$ cat config.mk
export PLATFORM = sky130hd
export DESIGN_NAME = fetch_queue_unit
export DESIGN_NICKNAME = d
export VERILOG_FILES = /design/src/rtl/fetch_queue_unit.sv
export SDC_FILE = /design/constraint.sdc
export NUM_CORES = 1
export LEC_CHECK = 0
export ABC_CLOCK_PERIOD_IN_PS = 2900
export BUFFER_PORTS_ARGS = -buffer_cell sky130_fd_sc_hd__buf_2
export CAP_MARGIN = 15
export CORE_ASPECT_RATIO = 1.75
export CORE_MARGIN = 5
export CORE_UTILIZATION = 30
export CTS_BUF_LIST = sky130_fd_sc_hd__clkbuf_16
export DETAILED_ROUTE_END_ITERATION = 10
export GPL_ROUTABILITY_DRIVEN = 0
export SLEW_MARGIN = 20
export SYNTH_ARGS = -nofsm -noshare
export SYNTH_HDL_FRONTEND = slang
export SYNTH_SLANG_ARGS = --single-unit
export TNS_END_PERCENT = 100
$ cat constraint.sdc
create_clock -name clk -period 2.9 [get_ports clk]
set_input_delay 0.435 -clock clk [delete_from_list [all_inputs] [get_ports clk]]
set_output_delay 0.435 -clock clk [all_outputs]
set_load 0.01 [all_outputs]
$ cat src/rtl/fetch_queue_unit.sv
// Fetch stage with a small {PC, instruction} queue drained by decode over valid/ready.
// Optional statistics counters are enabled by defining FETCH_QUEUE_STATS_EN.
module fetch_queue_unit #(
   parameter int unsigned WIDTH    = 8,
   parameter int unsigned INSTR_W  = 32,
   parameter int unsigned DEPTH    = 4,
   parameter int unsigned PC_STEP  = 4,
   parameter int unsigned RESET_PC = 0
) (
   input  logic                     clk,
   input  logic                     reset,
   input  logic                     BranchTakenE,
   input  logic [WIDTH-1:0]         ALUResultE,
   input  logic                     PCSrcW,
   input  logic [WIDTH-1:0]         ResultW,
   output logic [WIDTH-1:0]         imem_addr,
   input  logic [INSTR_W-1:0]       imem_rdata,
   output logic                     out_valid,
   input  logic                     out_ready,
   output logic [INSTR_W-1:0]       out_instr,
   output logic [WIDTH-1:0]         out_pc,
   output logic [WIDTH-1:0]         out_pc_plus,
   output logic [$clog2(DEPTH):0]   occupancy
`ifdef FETCH_QUEUE_STATS_EN
   ,
   output logic [31:0]              stat_fetched,
   output logic [15:0]              stat_flushes,
   output logic [31:0]              stat_full_stall
`endif
);

   localparam int unsigned PTR_W = $clog2(DEPTH);
   localparam int unsigned OCC_W = PTR_W + 1;

   typedef struct packed {
      logic [WIDTH-1:0]   pc;
      logic [INSTR_W-1:0] instr;
   } entry_t;

   entry_t             mem [DEPTH];
   entry_t             head_entry;
   logic [WIDTH-1:0]   pc;
   logic [PTR_W-1:0]   head;
   logic [PTR_W-1:0]   tail;
   logic [OCC_W-1:0]   occ;
   logic               pop;
   logic               push;
   logic               redirect;
   logic               full;

   // Handshake and enqueue decisions for this cycle
   always_comb begin
      full       = (occ == OCC_W'(DEPTH));
      redirect   = BranchTakenE | PCSrcW;
      pop        = (occ != '0) & out_ready;
      push       = ~redirect & (~full | pop);
      head_entry = mem[head];
   end

   assign imem_addr   = pc;
   assign out_valid   = (occ != '0);
   assign out_instr   = head_entry.instr;
   assign out_pc      = head_entry.pc;
   assign out_pc_plus = head_entry.pc + WIDTH'(PC_STEP);
   assign occupancy   = occ;

   // Storage is not reset; validity is tracked by occ alone
   always_ff @(posedge clk) begin
      if (push) begin
         mem[tail] <= '{pc: pc, instr: imem_rdata};
      end
   end

   always_ff @(posedge clk) begin
      if (reset) begin
         pc   <= WIDTH'(RESET_PC);
         head <= '0;
         tail <= '0;
         occ  <= '0;
      end else if (redirect) begin
         pc   <= BranchTakenE ? ALUResultE : ResultW;
         head <= '0;
         tail <= '0;
         occ  <= '0;
      end else begin
         if (push) begin
            pc   <= pc + WIDTH'(PC_STEP);
            tail <= tail + PTR_W'(1);
         end
         if (pop) begin
            head <= head + PTR_W'(1);
         end
         case ({push, pop})
            2'b10:   occ <= occ + OCC_W'(1);
            2'b01:   occ <= occ - OCC_W'(1);
            default: occ <= occ;
         endcase
      end
   end

`ifdef FETCH_QUEUE_STATS_EN
   // Saturating event counters
   always_ff @(posedge clk) begin
      if (reset) begin
         stat_fetched    <= '0;
         stat_flushes    <= '0;
         stat_full_stall <= '0;
      end else begin
         if (push && (stat_fetched != '1)) begin
            stat_fetched <= stat_fetched + 32'd1;
         end
         if (redirect && (stat_flushes != '1)) begin
            stat_flushes <= stat_flushes + 16'd1;
         end
         if (full && !pop && (stat_full_stall != '1)) begin
            stat_full_stall <= stat_full_stall + 32'd1;
         end
      end
   end
`endif

endmodule

==> out/metrics.yaml <==
status: "finished, final reports clean"
cp_data_required_time_ns: 2.47
dp.final_hpwl_um: 9690
grt_max_degree: 41
vias_per_cell: 4.54
routed_wl_um: 14400
ys_types: 38
die_y_um: 210
synth-edff-count: 160
syn_area_um2: 6830
ctsHoldBuffers: 0
vias: 3486
grtUsageMet2_pct: 21.8
ys_async_sr_fraction_pct: 0
cts_tree: "yes"
min_from: "imem_rdata[13]"
drcViolationCount: 0
drv_cap: 0
htreeDepth: 4
period_minus_slack_ns: 2.66
final_hold_viol_count: 0
syn_avg_cell_area_um2: 20.6
slew_headroom_pct: 60.0
layout.nets: 515
grt_pass1_vias: 3889
tns_ns: 0
drtIter0Drc: 125
cts_resized: 0
worstMarginPinSlew_ns: 0.601
path_clk_slew_ns: 0.06
yosys-top-cells-area: "edfxtp_1, mux4_2, dfxtp_1"
clock_path_buffers: 2
power.density_nw_per_um2: 637
std_cell_rows: 73
cts-buffers-inserted: 17
grt_use_total_pct: 11.6
path_cells: "mux4_2, ha_1, nand2_1, xnor2_1, buf_2"
crit_fanout: 18
slew_viol_final: 0
use_met1_pct: 12.2
ir_drop_mv: 0.419
hold_depth: 1
setup_viol_count_final: 0
cts_root_buffer: "clkbuf_16"
ys_ff_latch: 177
final_core_util_pct: 37.1
final_layout_size_suffix_gt1_share_pct: 41.9
crit-reg2reg-launch: "occupancy[0]$_SDFFE_PP0P_"
synth_top_area_share_pct: 70.3
pre_cts_slack_ns: 0.623
hold_path_class: "input pin to flop"
ff2ff_setup_slack_ns: 0.72
syn-num-nets: 391
yosysWarnings: 0
post_drt_wl_per_cell_um: 18.8
worstSkewPairLatency_ns: 0.42
fmax_mhz: 376
areaGrowthSynthToFinish_pct: 22.5
syn_inst: 331
core-area_um2: 22600
cp-end-kind: "primary output"
ys_seq_area_share_pct: 75.3
layout_setup_ws_ns: 0.238
die_width_um: 124
detail-route-antenna-nets: 0
worst_path_max_delay_cell: "mux4_2"
rsz0062_at_grt: "false"
critPathLaunchType: "flop"
worstHoldEndpoint: "mem[0][13]$_DFFE_PP_"
leakagePower_nw: 2.88
grt_pass1_wl_um: 22000
fp.dieArea_um2: 26000
met3_usage_pct: 2.97
synth_flop_cell: "edfxtp_1"
slowest_delay_ns: 0.60
num_antenna_cells: 0
worst_ep_arrival_time_ns: 2.23
reg2regPathDepth: 5
antenna_found_initial: 1
busiest_layer: "met2"
firstDrtPassIters: 4
clkSinkCount: 177
min_period_over_period_pct: 91.8
crit_type: "flop to primary output"
r2r_end: "mem[1][10]$_DFFE_PP_"
io_pins: 113
post_cts_buffers: 0
yosysTopAreaCell: "edfxtp_1"
skew_ns: 0.00940
gr-total-overflow: 0
port-buffer-count: 112
initial_core_util_pct: 30.3
num-fill-cells: 2110
==> cell type report <==
class	count	area, um2	share of cell area (%)
Multi-Input combinational cell	133	1580	18.8
Tap cell	300	375	4.48
Inverter	6	22.5	0.269
Timing Repair Buffer	120	646	7.71
Clock inverter	10	51.3	0.613
Clock buffer	22	551	6.58
Sequential cell	177	5150	61.5
==> power by group <==
| group | switching (W) | internal [W] | total (W) |
|---|---|---|---|
| clock | 0.000899 | 0.00134 | 0.00224 |
| sequential | 0.0000277 | 0.00283 | 0.00286 |
| combinational | 0.000133 | 0.000104 | 0.000237 |
==> worst max-delay path: cells and delay by family, from the launching register on <==
| family | cells | cell delay, ns |
|---|---|---|
| flops | 1 | 0.57 |
| buf+inv | 1 | 0.17 |
| fa+ha+maj | 1 | 0.25 |
| xor+xnor | 1 | 0.14 |
| simple gates | 1 | 0.08 |
| mux | 1 | 0.60 |
==> metrics by stage <==
step / total power, W / hold slack (ns) / instance area (um2) / cells
finish: 0.00533 / 0.230 / 8370 / 768
global placement: 0.00314 / 0.525 / 7770 / 736
detailed placement: 0.00316 / 0.539 / 7770 / 736
CTS: 0.00539 / 0.207 / 8370 / 768
global route: 0.00551 / 0.214 / 8370 / 768
floorplan: 0.00302 / 0.485 / 6830 / 331
==> cell usage after synthesis (3+ instances only) <==
master,n
clkbuf_1,4
nor3_1,3
ha_1,6
mux4_2,37
o21ai_0,5
inv_1,6
mux4_1,3
mux2i_1,7
nand3_1,4
and2_1,5
nand2_1,7
dfxtp_1,17
xnor2_1,10
buf_2,6
a21oi_1,4
or3_1,4
a211oi_1,5
edfxtp_1,160
nor2_1,15
==> routing by layer <==
layer	part of all wire, %	vias up
li1	-	1583
met1	36	1779
met2	57	107
met3	5.2	15
met4	1.3	2
met5	0.090	-
==> how the worst max path moves through the flow <==
stage	from	endpoint	cells after the start
2_1_floorplan	PCSrcW	mem[0][0]$_DFFE_PP_	3
5_1_grt	flop	out_pc_plus[6]	5
3_5_place_dp	flop	out_pc_plus[6]	5
4_1_cts	flop	out_pc_plus[6]	5
3_3_place_gp	flop	out_pc_plus[6]	5
6_report	flop	out_pc_plus[6]	5
==> kinds of logic (layout without fill, tap and decap cells) <==
group	Yosys count	in the layout	synth area share, %
flip-flops	177	177	75.3
multiplexers	47	47	14.4
AND/OR/NAND/NOR	46	46	3.68
AO/OA/AOI/OAI	21	21	2.00
buffers and inverters	21	158	1.72
XOR/XNOR	12	12	1.54
adder cells (fa/ha/maj)	7	7	1.39
==> cell usage in the layout, fill, tap and decap left out, types with 2 or more instances in the layout <==
master / instances
o22ai_1: 2
a21oi_1: 4
ha_1: 6
buf_4: 6
or3_1: 4
clkinv_4: 2
clkbuf_16: 22
edfxtp_1: 160
nand3_1: 4
inv_2: 2
dfxtp_1: 15
inv_1: 10
nor2_1: 15
mux2i_1: 7
xor2_1: 2
and2_2: 4
o21ai_0: 5
nand2_1: 7
a211oi_1: 5
buf_2: 112
mux4_1: 3
nor3_1: 3
mux4_2: 37
a311oi_1: 2
buf_12: 2
xnor2_1: 10
==> sequential cells by signal (all words and copies together), names as in the netlist, named ones only <==
register and cells:
occupancy 3, mem 160, head 2, tail 2, imem_addr 8
No activity file was read; power rests on OpenSTA's default activity.
